$ cat config.mk
export PLATFORM = sky130hd
export DESIGN_NAME = cdc_mux_xfer_ctrl
export DESIGN_NICKNAME = d
export VERILOG_FILES = /design/src/rtl/cdc_ctrl_pkg.sv /design/src/rtl/cdc_mux_xfer_ctrl_rr_arb.sv /design/src/rtl/cdc_mux_xfer_ctrl.sv
export SDC_FILE = /design/constraint.sdc
export NUM_CORES = 1
export LEC_CHECK = 0
export CORE_MARGIN = 2
export CORE_UTILIZATION = 47
export CTS_BUF_LIST = sky130_fd_sc_hd__clkbuf_8
export DETAILED_ROUTE_END_ITERATION = 12
export HOLD_SLACK_MARGIN = 0.08
export PLACE_DENSITY = 0.83
export SYNTH_ARGS = -nofsm -noshare
export SYNTH_HDL_FRONTEND = slang
export SYNTH_HIERARCHICAL = 1
export SYNTH_SLANG_ARGS = --single-unit
$ cat constraint.sdc
create_clock -name clk -period 3.7 [get_ports clk]
set_input_delay 0.74 -clock clk [delete_from_list [all_inputs] [get_ports clk]]
set_output_delay 0.74 -clock clk [all_outputs]
set_load 0.005 [all_outputs]
$ cat src/rtl/cdc_ctrl_pkg.sv
// Shared types and constants for the source-side mux-ndff CDC transfer controller.
package cdc_ctrl_pkg;

  typedef enum logic [1:0] {
    StIdle = 2'd0,
    StReq  = 2'd1,
    StDrop = 2'd2
  } xfer_state_e;

  localparam int unsigned SyncStages = 2;

endpackage

$ cat src/rtl/cdc_mux_xfer_ctrl_rr_arb.sv
// Round-robin arbiter: picks the first set request searching upward (wrapping) from ptr+1.
module rr_arb #(
  parameter int unsigned NREQ = 4
) (
  input  logic [NREQ-1:0]         req_i,
  input  logic [$clog2(NREQ)-1:0] ptr_i,
  output logic [NREQ-1:0]         grant_o,
  output logic [$clog2(NREQ)-1:0] idx_o
);

  localparam int unsigned IdxW = $clog2(NREQ);

  logic            found;
  logic [IdxW-1:0] cand;

  always_comb begin
    grant_o = '0;
    idx_o   = '0;
    found   = 1'b0;
    cand    = '0;
    for (int unsigned i = 1; i <= NREQ; i++) begin
      cand = IdxW'((32'(ptr_i) + i) % NREQ);
      if (!found && req_i[cand]) begin
        found         = 1'b1;
        grant_o[cand] = 1'b1;
        idx_o         = cand;
      end
    end
  end

endmodule

$ cat src/rtl/cdc_mux_xfer_ctrl.sv
// Source-domain controller for a shared mux-ndff CDC channel: round-robin arbitration
// plus a four-phase tx_en/ack handshake with tx_data frozen for the whole handshake.
module cdc_mux_xfer_ctrl
  import cdc_ctrl_pkg::*;
#(
  parameter int unsigned NREQ = 4,
  parameter int unsigned DW   = 8,
  parameter int unsigned CW   = 16
) (
  input  logic                    clk,
  input  logic                    rstn,
  input  logic [NREQ-1:0]         req_valid_i,
  input  logic [NREQ*DW-1:0]      req_data_i,
  output logic [NREQ-1:0]         req_ready_o,
  output logic [DW-1:0]           tx_data_o,
  output logic                    tx_en_o,
  input  logic                    ack_async_i,
  output logic                    busy_o,
  output logic [$clog2(NREQ)-1:0] grant_id_o,
  output logic                    done_o,
  output logic [CW-1:0]           xfer_cnt_o
);

  localparam int unsigned IdxW = $clog2(NREQ);

  xfer_state_e     state_q, state_d;
  logic [DW-1:0]   tx_data_q, tx_data_d;
  logic            tx_en_q, tx_en_d;
  logic [IdxW-1:0] grant_q, grant_d;
  logic [IdxW-1:0] ptr_q, ptr_d;
  logic            done_q, done_d;
  logic [CW-1:0]   cnt_q, cnt_d;

  logic [SyncStages-1:0] ack_sync_q;
  logic                  ack_sync;

  logic [NREQ-1:0] arb_grant;
  logic [IdxW-1:0] arb_idx;

  rr_arb #(
    .NREQ(NREQ)
  ) u_rr_arb (
    .req_i  (req_valid_i),
    .ptr_i  (ptr_q),
    .grant_o(arb_grant),
    .idx_o  (arb_idx)
  );

  // ack_async only ever reaches logic through this synchronizer.
  always_ff @(posedge clk or negedge rstn) begin
    if (!rstn) begin
      ack_sync_q <= '0;
    end else begin
      ack_sync_q <= {ack_sync_q[SyncStages-2:0], ack_async_i};
    end
  end

  assign ack_sync = ack_sync_q[SyncStages-1];

  always_comb begin
    state_d     = state_q;
    tx_data_d   = tx_data_q;
    tx_en_d     = tx_en_q;
    grant_d     = grant_q;
    ptr_d       = ptr_q;
    done_d      = 1'b0;
    cnt_d       = cnt_q;
    req_ready_o = '0;
    case (state_q)
      StIdle: begin
        if (|req_valid_i) begin
          req_ready_o = arb_grant;
          tx_data_d   = req_data_i[32'(arb_idx) * DW +: DW];
          tx_en_d     = 1'b1;
          grant_d     = arb_idx;
          ptr_d       = arb_idx;
          state_d     = StReq;
        end
      end
      StReq: begin
        // An ack already high on entry is simply taken as the ack.
        if (ack_sync) begin
          tx_en_d = 1'b0;
          state_d = StDrop;
        end
      end
      StDrop: begin
        if (!ack_sync) begin
          done_d  = 1'b1;
          cnt_d   = cnt_q + CW'(1);
          state_d = StIdle;
        end
      end
      default: state_d = StIdle;
    endcase
  end

  always_ff @(posedge clk or negedge rstn) begin
    if (!rstn) begin
      state_q   <= StIdle;
      tx_data_q <= '0;
      tx_en_q   <= 1'b0;
      grant_q   <= '0;
      ptr_q     <= IdxW'(NREQ - 1);
      done_q    <= 1'b0;
      cnt_q     <= '0;
    end else begin
      state_q   <= state_d;
      tx_data_q <= tx_data_d;
      tx_en_q   <= tx_en_d;
      grant_q   <= grant_d;
      ptr_q     <= ptr_d;
      done_q    <= done_d;
      cnt_q     <= cnt_d;
    end
  end

  assign tx_data_o  = tx_data_q;
  assign tx_en_o    = tx_en_q;
  assign grant_id_o = grant_q;
  assign done_o     = done_q;
  assign xfer_cnt_o = cnt_q;
  assign busy_o     = (state_q != StIdle);

endmodule

==> results.rst <==
.. list-table::
   :header-rows: 1

   * - Metric
     - Value
   * - Status
     - completed
   * - Post-synthesis cell type with the largest combined area
     - sky130_fd_sc_hd__dfrtp_1
   * - Flip-flop and latch count after synthesis
     - 34
   * - Diode count
     - 0
   * - Residual DRC
     - 0
   * - Resized cells post-CTS
     - 0
   * - Syn Std Cell Area
     - 2130 sq um
   * - Leading post-synthesis cells by cell area
     - sky130_fd_sc_hd__dfrtp_1 (38%), sky130_fd_sc_hd__mux4_2 (11%), sky130_fd_sc_hd__nand2_1 (9.7%)
   * - HP Start
     - ack_sync_q[0]
   * - Top-area cell type share of the netlist area
     - 0.376
   * - Final routed wire length divided by cell count
     - 13.3 um
   * - Async set-reset flop share out of synthesis
     - 1.00
   * - Layout Utilization
     - 0.702
   * - CP Data Required Time
     - 2.96 ns
   * - Final GP Congestion
     - 0.827
   * - Crit path max-delay cell type
     - sky130_fd_sc_hd__mux4_2
   * - Number of violations reported at the end of detailed-routing iteration 0
     - 77
   * - Synthesized area per cell
     - 10.1 sq um
   * - Total Routing Usage GR
     - 0.194
   * - Overall die area
     - 5090 sq um
   * - Power density of the placed cells
     - 668 nW/um^2
   * - Count of flip-flops with a built-in enable after synthesis
     - 0
   * - Final #Nets
     - 339
   * - Headroom to the max-slew limit
     - 0.681
   * - Number of nets with antenna violations after detailed routing
     - 0
   * - Sw Share
     - 0.352
   * - Max IR drop VDD
     - 0.395 mV
   * - Via count normalized by instance count
     - 5.42
   * - Post-synth top flop
     - sky130_fd_sc_hd__dfrtp_1
   * - Most common cell after layout, fill and taps aside
     - sky130_fd_sc_hd__clkdlybuf4s50_1
   * - Clock slew at the register clock pins of the worst setup and hold paths
     - 0.07 ns
   * - Type of the tightest min-delay check
     - flop to flop
   * - Register share of total power
     - 0.277
   * - Worst flop-to-flop path startpoint
     - ptr_q[0]
   * - Number of CTS-inserted buffers
     - 5
   * - # Max-Cap Violations
     - 0
   * - Starting utilization of the core area
     - 0.489
   * - Register-to-register setup slack
     - 0.91 ns
   * - Switching component of the power
     - 719 uW
   * - Combinational share of power
     - 0.555
   * - Final setup violating endpoints
     - 0
   * - Clock share of power
     - 0.167
   * - Number of distinct library cell variants in the gate-level netlist after synthesis
     - 46
   * - Final Critical Period
     - 3.60 ns
   * - Highest cell delay on the worst timing path
     - 0.56 ns
   * - Post-route fraction of the period consumed by the critical path
     - 0.972
   * - Achievable Freq
     - 278 MHz
   * - CTS root buffer
     - sky130_fd_sc_hd__clkbuf_8
   * - Clock sinks
     - 34
   * - Total wire length after detailed routing
     - 4.56 mm
   * - Clock network latency to the later pin of the worst-skew pair
     - 0.28 ns
   * - Cell internal power dissipation
     - 1.33 mW
   * - Vertical extent of the die
     - 71.3 um
   * - WHS Path Cells
     - 0
   * - Core Box Area
     - 4350 sq um
   * - Worst Clk Skew
     - 0.00559 ns
   * - Cells after synthesis
     - 210
   * - Fin. Hold Viols
     - 0
   * - Overflow left after global routing
     - 0
   * - Synth warnings
     - 6
   * - Category of cells accounting for the largest share of critical-path delay
     - buffers and inverters
   * - Post-synthesis sequential area ratio
     - 0.401
   * - Post-CTS setup-driven buffer insertion count
     - 0
   * - Aggregate negative setup slack
     - 0 ns
   * - Pins over their slew limit
     - 0
   * - Largest fanout on the critical path
     - 5
   * - Largest net degree at the start of global routing
     - 35
   * - Number of antenna violations at the first check in global routing
     - 0
   * - Most used cells in the layout excluding fill and tap cells
     - sky130_fd_sc_hd__clkdlybuf4s50_1 (69), sky130_fd_sc_hd__nand2_1 (55), sky130_fd_sc_hd__dfrtp_1 (32)
   * - Total via count in the routed design
     - 1859
   * - Site Rows
     - 24
   * - End of the worst hold path
     - ack_sync_q[1]
   * - Actual slew at the worst max-slew pin
     - 0.474 ns
   * - Number of global-route vias before repair
     - 1856
   * - Number of buffers and inverters on the critical path
     - 2
   * - Worst Path Arrival
     - 2.86 ns
   * - Number of detailed-routing iterations run before antenna repair
     - 4
   * - Count of buffers from port buffering
     - 71
   * - Leakage power of the design
     - 1.34 nW
   * - Wire length of the first global-routing pass
     - 7.95 mm
   * - Number of buffers on the longest clock path
     - 2
   * - Layout cell share with drive strength beyond 1
     - 0.162
   * - Reg2reg end
     - tx_data_o[1]
   * - Number of top-level pins
     - 72
   * - HPWL reported at the end of detailed placement
     - 3.52 mm
   * - Cell seen most often among critical-path stages
     - sky130_fd_sc_hd__clkdlybuf4s50_1
   * - Worst hold margin
     - 0.359 ns
   * - Layout overhead on the synthesized area
     - 43.6%
   * - Horizontal extent of the die
     - 71.3 um
   * - Setup crit start kind
     - input port
   * - Crit Path Category
     - input port to output port
   * - FF-to-FF path depth
     - 11
   * - Clock tree from TritonCTS
     - built
   * - Overall power consumption
     - 2.04 mW
   * - H-Tree Depth
     - 2
   * - Cell chain of the critical path
     - clkdlybuf4s50_1 > mux4_2 > a211oi_4 > a221o_2 > and2_1 > clkdlybuf4s50_1
   * - Hold buffers post-CTS
     - 0
   * - Category of the worst setup path capture point
     - output port
   * - Synthesized Nets
     - 258
final cells by class:
class / instances / area (sq um)
timing repair buffer: 85 / 821
clock inverter: 1 / 30.0
sequential: 34 / 853
inverter: 4 / 15.0
clock buffer: 6 / 82.6
tap: 52 / 65.1
fill: 342 / 1300
multi-input combinational: 161 / 1190
power groups by stage:
stage | sequential (mW) | combinational [mW] | clock, mW
floorplan | 0.580 | 0.680 | 0
global placement | 0.571 | 1.10 | 0
detailed placement | 0.574 | 1.12 | 0
CTS | 0.567 | 1.13 | 0.349
global route | 0.587 | 1.26 | 0.363
finish | 0.567 | 1.14 | 0.342
registers in the layout, indices dropped and copies added (netlist names):
register and cells:
xfer_cnt_o 16, tx_en_o 1, state_q 2, done_o 1
tx_data_o 8, ptr_q 2, grant_id_o 2, ack_sync_q 2
cell families after synthesis:
logic type / count (synthesis) / synth area share
XOR/XNOR: 15 / 0.0617
AND/OR/NAND/NOR: 99 / 0.227
multiplexers: 13 / 0.121
flip-flops: 34 / 0.401
adder cells (fa/ha/maj): 9 / 0.0529
AO/OA/AOI/OAI: 25 / 0.0928
buffers and inverters: 15 / 0.0435
through the flow:
step           cell area, sq um  worst slack, ns  cells
6_report                   3060            0.102    343
5_1_grt                    3060          -0.0152    343
2_1_floorplan              2130            0.724    210
3_5_place_dp               2930           0.0343    336
4_1_cts                    3050           0.0386    343
3_3_place_gp               2930            0.100    336
worst reg2reg max path: cells and delay by family, from the launching register on:
kind	cells	cell delay, ns
simple gates	3	0.22
flops	1	0.65
buf+inv	3	0.49
fa+ha+maj	1	0.34
mux	1	0.51
compound gates	3	0.46
per-layer routing:
metal / wire, um / global-route usage / up-vias
li1: - / - / 902
met1: 1960 / 0.250 / 888
met2: 2260 / 0.320 / 67
met3: 299 / 0.0478 / 2
met4: 29 / 0.0671 / 0
met5: 0 / 0 / -
how the worst max path moves through the flow:
stage                   start             end  slack, ns  cells past startpoint
6_report       req_valid_i[0]  req_ready_o[0]       0.10                      6
3_5_place_dp   req_valid_i[3]  req_ready_o[3]       0.03                      6
4_1_cts        req_valid_i[3]  req_ready_o[3]       0.04                      6
2_1_floorplan        ptr_q[0]  req_ready_o[0]       0.72                      9
3_3_place_gp   req_valid_i[2]  req_ready_o[1]       0.10                      7
5_1_grt              ptr_q[0]  req_ready_o[1]      -0.02                      8
synth_stat cells, types with 2 or more instances:
| library cell | number |
|---|---|
| sky130_fd_sc_hd__nand2_1 | 55 |
| sky130_fd_sc_hd__dfrtp_1 | 32 |
| sky130_fd_sc_hd__mux4_2 | 10 |
| sky130_fd_sc_hd__ha_1 | 9 |
| sky130_fd_sc_hd__xnor2_1 | 9 |
| sky130_fd_sc_hd__o21ai_0 | 8 |
| sky130_fd_sc_hd__nor2_1 | 7 |
| sky130_fd_sc_hd__xor2_1 | 6 |
| sky130_fd_sc_hd__and2_1 | 5 |
| sky130_fd_sc_hd__a221o_2 | 4 |
| sky130_fd_sc_hd__inv_1 | 4 |
| sky130_fd_sc_hd__nand3_1 | 4 |
| sky130_fd_sc_hd__nor2b_1 | 4 |
| sky130_fd_sc_hd__a22oi_1 | 3 |
| sky130_fd_sc_hd__buf_4 | 3 |
| sky130_fd_sc_hd__buf_6 | 3 |
| sky130_fd_sc_hd__nand4_1 | 3 |
| sky130_fd_sc_hd__nor3_1 | 3 |
| sky130_fd_sc_hd__a21oi_1 | 2 |
| sky130_fd_sc_hd__and3_1 | 2 |
| sky130_fd_sc_hd__buf_2 | 2 |
| sky130_fd_sc_hd__clkbuf_1 | 2 |
| sky130_fd_sc_hd__dfstp_2 | 2 |
| sky130_fd_sc_hd__mux2_2 | 2 |
| sky130_fd_sc_hd__nand2b_1 | 2 |
| sky130_fd_sc_hd__nor2_2 | 2 |
| sky130_fd_sc_hd__nor4_1 | 2 |
| sky130_fd_sc_hd__o211ai_1 | 2 |
(Power assumes the default switching activity.)
==> RTL change (config.mk and constraints unchanged) <==
`DW`: 8 -> 7.
--- a/src/rtl/cdc_mux_xfer_ctrl.sv
+++ b/src/rtl/cdc_mux_xfer_ctrl.sv
@@ -6,3 +6,3 @@
   parameter int unsigned NREQ = 4,
-  parameter int unsigned DW   = 8,
+  parameter int unsigned DW   = 7,
   parameter int unsigned CW   = 16
Interface: changed (resized req_data_i and tx_data_o); port bits go from 72 to 67. The function was not compared with the original's and may differ.
==> RTL change against the unedited design <==
Design area down 3.5%; non-clock buffer count down 4; synthesized area down 2.1%; utilization down 2.0 points; power down 6.9%; hold slack worse by 0.011 ns; routed wire length down 1.4%; worst setup slack better by 0.058 ns; sequential cell count down 1; critical path type is now register to output port; critical endpoint unchanged; largest cell class unchanged.
==> RTL change: results <==
set metrics [dict create \
    critPathArrivalTime_ns 2.80 \
    synth_area_leaders "dfrtp_1 37%, mux4_2 9.7%, nand2_1 9.4%" \
    num-fill-cells 348 \
    max_slew.worst_pin.slew_ns 0.4078 \
    ys_warn_count 6 \
    hold_path.class "register to register" \
    outcome "finished clean" \
    ys_types 44 \
    antenna_found_initial 0 \
    dp_hpwl_um 3489 \
    ys_seq_area_share_pct 39.74 \
    rr_worst_depth 11 \
    grt.total_usage_pct 19.81 \
    leakage_nw 1.336 \
    drtIter0Drc 141 \
    grt_max_degree 34 \
    crit_path_end "req_ready_o[0]" \
    syn_nets 249 \
    via_per_inst 5.377 \
    instances_no_fill 334 \
    period_minus_slack_ns 3.539 \
    holdWs_ns 0.3480 \
    drive_above_1_share_pct 16.31 \
    r2r_end "tx_data_o[4]$_DFFE_PN0P_" \
    firstDrtPassIters 4 \
    grt_pass1_wl_um 8135 \
    critical_path.startpoint "ptr_q[1]$_DFFE_PN1P_" \
    wirelength_um 4492 \
    synth.top_cells.by_count "52 x nand2_1, 31 x dfrtp_1, 10 x xnor2_1" \
    place_area_um2 2840 \
    clkTransAtPathRegs_ns 0.06 \
    fin_skew_ns 0.003739 \
    cts_buffer_depth 2 \
    grt_pass1_vias 1805 \
    peakVddDrop_uv 312.5 \
    critical_path.max_fanout 8 \
    rrSetupSlack_ns 1.00 \
    layout.core_utilization_pct 68.23 \
    gp_congestion 0.8407 \
    place_ws_ns -0.01985 \
    syn_inst 205 \
    io_buffers 66 \
]
[RTL change: cell types whose count changed after synthesis, moves of 2 or more]
cell,unedited run,this run
nand4_1,3,5
clkbuf_1,2,4
buf_2,2,0
nor4_4,0,2
nand2_1,55,52
nor2_2,2,0
[RTL change: cell type report]
cell class | instances | area share, %
multi-input combinational | 156 | 39.48
sequential | 33 | 28.07
timing repair buffer | 81 | 26.68
clock buffer | 6 | 2.799
tap | 52 | 2.205
inverter | 5 | 0.6361
clock inverter | 1 | 0.1272
[RTL change: what timing repair did]
item,4_1_cts,5_1_grt
resized for setup,1,6
pin swaps,0,2
buffers inserted,0,0
endpoints found under the setup margin,4,4
hold endpoints to repair,0,0
[RTL change: critical path, cell delays in order, from the launching register on]
cell and delay (ns):
dfstp_2 0.53, inv_1 0.13, ha_1 0.41, mux4_2 0.40
nand2_1 0.10, o21ai_0 0.10, a221o_2 0.30, and2_1 0.13
clkdlybuf4s50_1 0.43
[RTL change: per-layer routing]
| layer | vias up | routed length [µm] | global-route usage (%) |
|---|---|---|---|
| met3 | 3 | 285 | 3.989 |
| li1 | 877 | - | - |
| met2 | 63 | 2260 | 33.54 |
| met5 | - | 0 | 0 |
| met1 | 853 | 1931 | 26.88 |
| met4 | 0 | 16 | 3.774 |
[RTL change: logic make-up after synthesis]
group                      Yosys count  share of synthesized area, %
AOI/OAI and AO/OA                   25                         9.483
buffers and inverters               16                         4.861
xor gates and xnor gates            15                         6.302
and+or+nand+nor                     96                         23.47
DFF                                 33                         39.74
muxes                               11                         10.74
adders and majority gates            9                         5.402
[RTL change: where the power goes]
part           switching, mW  internal [mW]  leakage, nW
logic                  0.494          0.598        0.865
registers             0.0845          0.466        0.423
clock network          0.114          0.145       0.0485
